$ cat src/rtl/data_read_capture_ctrl_if.sv
`default_nettype none
// ============================================================================
// Module      : data_read_capture_ctrl_if
// Description : Sample stream in and buffer-RAM write port out for the
//               data read capture controller.
// Revision    : 1.0 - initial release
// ============================================================================
interface data_read_capture_ctrl_if;
    logic        sample_valid;
    logic [31:0] sample_data;
    logic        buf_wr_en;
    logic [1:0]  buf_wr_sel;
    logic [9:0]  buf_wr_addr;
    logic [31:0] buf_wr_data;

    // Capture controller side: consumes samples, drives the RAM write port
    modport master (
        input  sample_valid,
        input  sample_data,
        output buf_wr_en,
        output buf_wr_sel,
        output buf_wr_addr,
        output buf_wr_data
    );

    // Environment side: produces samples, receives the RAM writes
    modport slave (
        output sample_valid,
        output sample_data,
        input  buf_wr_en,
        input  buf_wr_sel,
        input  buf_wr_addr,
        input  buf_wr_data
    );
endinterface
`default_nettype wire

$ cat src/rtl/data_read_capture_ctrl.sv
`default_nettype none
// ============================================================================
// Module      : data_read_capture_ctrl
// Description : Captures a burst of sample words into up to four 1024-word
//               buffers, one write per accepted sample, then flags completion.
//               Optional macro DATA_READ_TRIG_EN adds a trig_in input and an
//               ARM state that holds off capture until the trigger.
// Revision    : 1.0 - initial release
// ============================================================================
module data_read_capture_ctrl #(
    parameter int LAST_BUF = 3
) (
    input  wire logic         S_AXI_ACLK,
    input  wire logic         S_AXI_ARESETN,
    input  wire logic         cr_start,
    input  wire logic         cr_abort,
`ifdef DATA_READ_TRIG_EN
    input  wire logic         trig_in,
`endif
    data_read_capture_ctrl_if.master bus,
    output logic              sr_c,
    output logic              busy,
    output logic [11:0]       capture_cnt
);

    localparam logic [1:0]  S_IDLE    = 2'd0;
    localparam logic [1:0]  S_ARM     = 2'd1;
    localparam logic [1:0]  S_CAPTURE = 2'd2;
    localparam logic [1:0]  S_DONE    = 2'd3;

    // {sel, addr} of the final word of a capture
    localparam logic [11:0] c_LAST_PTR = 12'((LAST_BUF * 1024) + 1023);

    logic [1:0]  state_q, state_d;
    logic [11:0] ptr_q, ptr_d;
    logic [12:0] cnt_q, cnt_d;
    logic        sr_c_q, sr_c_d;
    logic        wr_en_q, wr_en_d;
    logic [1:0]  wr_sel_q, wr_sel_d;
    logic [9:0]  wr_addr_q, wr_addr_d;
    logic [31:0] wr_data_q, wr_data_d;

    logic        w_trig;
    logic        w_start;
    logic        w_accept;
    logic        w_last;

`ifdef DATA_READ_TRIG_EN
    assign w_trig = trig_in;
`else
    assign w_trig = 1'b0;
`endif

    // Abort always wins over start, and starts are honoured only from IDLE
    assign w_start  = (state_q == S_IDLE) && cr_start && !cr_abort;
    // A sample is taken in CAPTURE, or on the trigger edge while armed
    assign w_accept = bus.sample_valid && !cr_abort &&
                      ((state_q == S_CAPTURE) || ((state_q == S_ARM) && w_trig));
    assign w_last   = (ptr_q == c_LAST_PTR);

    // State register
    always_ff @(posedge S_AXI_ACLK or negedge S_AXI_ARESETN) begin
        if (!S_AXI_ARESETN) state_q <= S_IDLE;
        else                state_q <= state_d;
    end

    // Next-state decode
    always_comb begin
        state_d = state_q;
        case (state_q)
            S_IDLE: begin
                if (w_start) begin
`ifdef DATA_READ_TRIG_EN
                    state_d = S_ARM;
`else
                    state_d = S_CAPTURE;
`endif
                end
            end
            S_ARM: begin
                if (cr_abort)                 state_d = S_IDLE;
                else if (w_accept && w_last)  state_d = S_DONE;
                else if (w_trig)              state_d = S_CAPTURE;
            end
            S_CAPTURE: begin
                if (cr_abort)                 state_d = S_IDLE;
                else if (w_accept && w_last)  state_d = S_DONE;
            end
            default: state_d = S_IDLE;
        endcase
    end

    // Datapath next values: write port, pointer, word count, completion flag
    always_comb begin
        ptr_d     = ptr_q;
        cnt_d     = cnt_q;
        sr_c_d    = sr_c_q;
        wr_en_d   = w_accept;
        wr_sel_d  = wr_sel_q;
        wr_addr_d = wr_addr_q;
        wr_data_d = wr_data_q;
        if (w_start) begin
            ptr_d  = 12'd0;
            cnt_d  = 13'd0;
            sr_c_d = 1'b0;
        end else if (w_accept) begin
            wr_sel_d  = ptr_q[11:10];
            wr_addr_d = ptr_q[9:0];
            wr_data_d = bus.sample_data;
            // Address wrap at 1023 carries into the buffer select
            ptr_d     = ptr_q + 12'd1;
            cnt_d     = cnt_q + 13'd1;
        end
        if (state_q == S_DONE) sr_c_d = 1'b1;
    end

    // Datapath registers
    always_ff @(posedge S_AXI_ACLK or negedge S_AXI_ARESETN) begin
        if (!S_AXI_ARESETN) begin
            ptr_q     <= 12'd0;
            cnt_q     <= 13'd0;
            sr_c_q    <= 1'b0;
            wr_en_q   <= 1'b0;
            wr_sel_q  <= 2'd0;
            wr_addr_q <= 10'd0;
            wr_data_q <= 32'd0;
        end else begin
            ptr_q     <= ptr_d;
            cnt_q     <= cnt_d;
            sr_c_q    <= sr_c_d;
            wr_en_q   <= wr_en_d;
            wr_sel_q  <= wr_sel_d;
            wr_addr_q <= wr_addr_d;
            wr_data_q <= wr_data_d;
        end
    end

    assign bus.buf_wr_en   = wr_en_q;
    assign bus.buf_wr_sel  = wr_sel_q;
    assign bus.buf_wr_addr = wr_addr_q;
    assign bus.buf_wr_data = wr_data_q;
    assign sr_c            = sr_c_q;
    assign busy            = (state_q == S_CAPTURE) || (state_q == S_ARM);
    // A full four-buffer capture counts 4096, shown saturated at 4095
    assign capture_cnt     = cnt_q[12] ? 12'hFFF : cnt_q[11:0];

endmodule
`default_nettype wire
$ cat src/flat_wrapper.sv
// flat-port wrapper written by rule: the top's interface ports become plain ports
module data_read_capture_ctrl_flat 
#(
    parameter int LAST_BUF = 3
)
  (S_AXI_ACLK, S_AXI_ARESETN, cr_start, cr_abort, sr_c, busy, capture_cnt, bus_sample_valid, bus_sample_data, bus_buf_wr_en, bus_buf_wr_sel, bus_buf_wr_addr, bus_buf_wr_data);
  data_read_capture_ctrl_if bus_i ();
  input  wire logic S_AXI_ACLK;
  input  wire logic S_AXI_ARESETN;
  input  wire logic cr_start;
  input  wire logic cr_abort;
  output logic sr_c;
  output logic busy;
  output logic [11:0] capture_cnt;
  input wire logic [$bits(bus_i.sample_valid)-1:0] bus_sample_valid;
  input wire logic [$bits(bus_i.sample_data)-1:0] bus_sample_data;
  output wire logic [$bits(bus_i.buf_wr_en)-1:0] bus_buf_wr_en;
  output wire logic [$bits(bus_i.buf_wr_sel)-1:0] bus_buf_wr_sel;
  output wire logic [$bits(bus_i.buf_wr_addr)-1:0] bus_buf_wr_addr;
  output wire logic [$bits(bus_i.buf_wr_data)-1:0] bus_buf_wr_data;
  assign bus_i.sample_valid = bus_sample_valid;
  assign bus_i.sample_data = bus_sample_data;
  assign bus_buf_wr_en = bus_i.buf_wr_en;
  assign bus_buf_wr_sel = bus_i.buf_wr_sel;
  assign bus_buf_wr_addr = bus_i.buf_wr_addr;
  assign bus_buf_wr_data = bus_i.buf_wr_data;
  data_read_capture_ctrl #(.LAST_BUF(LAST_BUF)) u_core (.S_AXI_ACLK(S_AXI_ACLK), .S_AXI_ARESETN(S_AXI_ARESETN), .cr_start(cr_start), .cr_abort(cr_abort), .bus(bus_i), .sr_c(sr_c), .busy(busy), .capture_cnt(capture_cnt));
endmodule
$ cat config.mk
export PLATFORM = sky130hd
export DESIGN_NAME = data_read_capture_ctrl_flat
export DESIGN_NICKNAME = d
export VERILOG_FILES = /design/src/rtl/data_read_capture_ctrl_if.sv /design/src/rtl/data_read_capture_ctrl.sv /design/src/flat_wrapper.sv
export SDC_FILE = /design/constraint.sdc
export NUM_CORES = 1
export LEC_CHECK = 0
export ABC_AREA = 1
export CORE_MARGIN = 3
export CORE_UTILIZATION = 32
export CTS_CLUSTER_SIZE = 40
export DETAILED_ROUTE_END_ITERATION = 16
export HOLD_SLACK_MARGIN = 0.03
export PLACE_DENSITY = 0.63
export REMOVE_ABC_BUFFERS = 1
export SYNTH_ARGS = -nofsm -noshare
export SYNTH_HDL_FRONTEND = slang
export SYNTH_SLANG_ARGS = --single-unit
$ cat constraint.sdc
create_clock -name S_AXI_ACLK -period 2.35 [get_ports S_AXI_ACLK]
set_clock_uncertainty 0.15 [all_clocks]
set_input_delay 0.47 -clock S_AXI_ACLK [delete_from_list [all_inputs] [get_ports S_AXI_ACLK]]
set_output_delay 0.47 -clock S_AXI_ACLK [all_outputs]
set_load 0.05 [all_outputs]
==> results by group <==
Outcome
  – Status: finished, final reports clean

Logic synthesis
  – Most frequent cells after synthesis: nand2_1 (181), dfrtp_1 (73), nor2_1 (37)
  – Avg Cell Area, Syn: about 8 um2
  – Count leader, synth: nand2_1
  – Ys async rst share: 100.0%
  – Post-synthesis sequential area ratio: 55.07%
  – Synth top area cells: dfrtp_1 (55%), nand2_1 (20%), nor2_1 (4.2%), inv_1 (3.5%), o21ai_0 (3.3%)
  – Top-area cell type share of the netlist area: 55.07%
  – Post-Syn Instances: 415
  – Yosys top cell by area: dfrtp_1
  – Count of state elements after synthesis: between 70 and 80
  – Post-synth top flop: dfrtp_1
  – EDFF count, synth: 0
  – Post-synth cell types: 25
  – Cell area after technology mapping: around 3300 um2
  – Yosys warns: 0

STA
  – Fmax: 467.2 MHz
  – Worst Hold Slack: 0.3294 ns
  – Final setup TNS: 0 ns
  – Worst setup margin: 0.2098 ns
  – Final setup vio count: 0
  – Worst-Margin Slew: roughly 0.53 ns
  – Final Cycle Share: 91.07%
  – Post-layout minimum cycle time: 2.140 ns
  – RSZ-0062 raised after global routing: false
  – Max_slew headroom: 64.89%
  – Slew Viols, Final: 0
  – Final Hold Viols: 0

GRT
  – Vias in the first global route: about 3k
  – Total grt overflow: 0
  – First-pass GRT wire length: around 14000 um
  – Initial antenna violation count: 0
  – All-Layer GR Usage: 14.97%
  – Largest net degree at the start of global routing: 51

Finish
  – Util after Layout: 46.43%
  – Register area: 1827 um2
  – Layout area overhead: 38.70%
  – Diodes inserted: 0
  – Cell Count, Final, Fillers Out: 655
  – Multi-input logic area: 1290 um2
  – Layout Nets: 560
  – Share of layout cells above drive strength 1: 8.812%
  – Finished Cell Area: between 4000 and 5000 um2
  – Filler cells: around 1000

Critical path
  – Worst Reg-to-Reg Cells: 9
  – CP Class: flop to output port
  – Crit path capture type: output port
  – CP Max Fanout: 5
  – Startpoint Class: flop
  – Crit path to: capture_cnt[0]
  – Critical Path RT: 1.73 ns
  – Critical path launch point: u_core.cnt_q[0]$_DFFE_PN0P_
  – Worst Path Arrival: 1.52 ns
  – Reg-to-reg setup timing slack: approximately 0.40 ns
  – R2R Path End: u_core.ptr_q[0]$_DFFE_PN0P_
  – FF-to-FF Start: u_core.state_q[0]$_DFFE_PN0P_

Die
  – Die Wd: 107.8 um
  – Core area: 9910 um2
  – Boundary pin count: 96
  – Initial Util: 33.47%
  – Row count: 36
  – Die Area: roughly 12000 um2
  – Chip height: 107.8 um

Place
  – Dpl hpwl: 5712 um
  – Input/output buffers: 95
  – Cell total after placement: 638
  – Placed instance area: 4420 um2
  – Pre-CTS setup slack: between 0.1 and 0.15 ns
  – Routability Congestion: approximately 0.80

Detailed routing
  – Via count: ~2.9k
  – DRC violation count after routing: 0
  – Pre-antenna DRT Iters: 4
  – Routed WL: 8104 um
  – DR WL/cell: around 12 um
  – Post-route ant nets: 0
  – Vias per cell: 4.502
  – Drt initial violations: 119

CTS
  – CTS sink count: 73
  – CTS tree: done
  – Num CTS Buffers: 9
  – Clk Latency, worst-skew pair: 0.34 ns
  – Worst-path clk slew: 0.08 ns
  – Clk root buf: clkbuf_8
  – Maximum clock path buffer count: 2
  – Htree depth: 3

Worst hold path
  – Hold Crit Depth: 2
  – Min-delay worst type: flop to flop

Power and ir drop
  – Leak: 2.278 nW
  – Total power draw: 5.742 mW
  – Max IR drop VDD: 0.5205 mV
  – PD cells: between 1000 and 1500 nW/um2

Job
  – Max-cap check violation count: 0
==> power breakdown <==
part | internal (mW) | switching, mW | leakage [nW]
logic | 0.958 | 2.01 | 1.24
registers | 1.66 | 0.244 | 0.952
clock network | 0.408 | 0.461 | 0.0891
total | 3.02 | 2.72 | 2.28
==> worst min path at each step <==
stage | start | end | slack, ns
6_report | u_core.bus.buf_wr_data[18]$_DFFE_PN0P_ | u_core.bus.buf_wr_data[18]$_DFFE_PN0P_ | 0.33
5_1_grt | u_core.sr_c$_DFFE_PN0P_ | u_core.sr_c$_DFFE_PN0P_ | 0.36
4_1_cts | u_core.bus.buf_wr_data[18]$_DFFE_PN0P_ | u_core.bus.buf_wr_data[18]$_DFFE_PN0P_ | 0.34
3_5_place_dp | S_AXI_ARESETN | u_core.sr_c$_DFFE_PN0P_ | 0.26
3_3_place_gp | S_AXI_ARESETN | u_core.sr_c$_DFFE_PN0P_ | 0.26
2_1_floorplan | S_AXI_ARESETN | u_core.bus.buf_wr_addr[0]$_DFFE_PN0P_ | 0.02
==> what timing repair did <==
item / CTS / global route
hold endpoints to repair: 26 / 0
setup buffers: 0 / 0
hold buffers: 1 / 0
gates resized for setup: 2 / 0
setup endpoints to repair: 2 / 0
==> cell usage in the layout (no fill, tap or decap) <==
cell               n
buf_4             18
nand3_1           17
dlygate4sd3_1      1
o21bai_1           1
clkdlybuf4s50_1   81
nor2_1            37
o211ai_1           2
ha_1               6
nand2_1          180
nand3_2            1
nand2_2            1
or2_2              2
o31ai_1            1
clkinv_4           1
clkinv_1           1
a21oi_1           10
clkbuf_8          10
inv_2              3
o21ai_1            6
nor2_4             2
buf_12             2
a22oi_1            1
clkinvlp_4         1
clkbuf_1           1
dlygate4sd2_1      2
nor2_2             1
dfrtp_1           73
o21ai_0           22
inv_1             31
nor3_2             1
nand4_1            2
a21o_1             1
clkinv_2           3
==> layout make-up <==
| cell class | count | share of cell area (%) |
|---|---|---|
| Sequential cell | 73 | 39.71 |
| Multi-Input combinational cell | 294 | 28.04 |
| Timing Repair Buffer | 104 | 22.03 |
| Tap cell | 133 | 3.617 |
| Clock buffer | 11 | 3.073 |
| Inverter | 35 | 2.856 |
| Clock inverter | 5 | 0.6799 |
==> layer usage <==
layer  GRT usage [%]  up-vias  wire length, um
li1                -     1501                -
met1           18.59     1376             3675
met2           25.09       66             3924
met3           4.679        6              437
met4           4.148        0               66
met5               0        -                0
==> registers in the layout, summed over array words and instances, names as in the netlist <==
| signal | count |
|---|---|
| u_core.ptr_q | 12 |
| u_core.bus.buf_wr_en | 1 |
| u_core.sr_c | 1 |
| u_core.bus.buf_wr_data | 32 |
| u_core.cnt_q | 13 |
| u_core.bus.buf_wr_sel | 2 |
| u_core.bus.buf_wr_addr | 10 |
| u_core.state_q | 2 |
==> cell families after synthesis <==
group           count (synthesis)  share of synthesized area [%]
compound gates                 44                          7.092
fa+ha+maj                       6                          2.263
buf+inv                        48                          6.110
flops                          73                          55.07
simple gates                  244                          29.46
==> critical path, stage by stage (launching register included) <==
cell	delay [ns]
dfrtp_1	0.43
or2_2	0.32
dlygate4sd2_1	0.43
(Power assumes the default switching activity.)
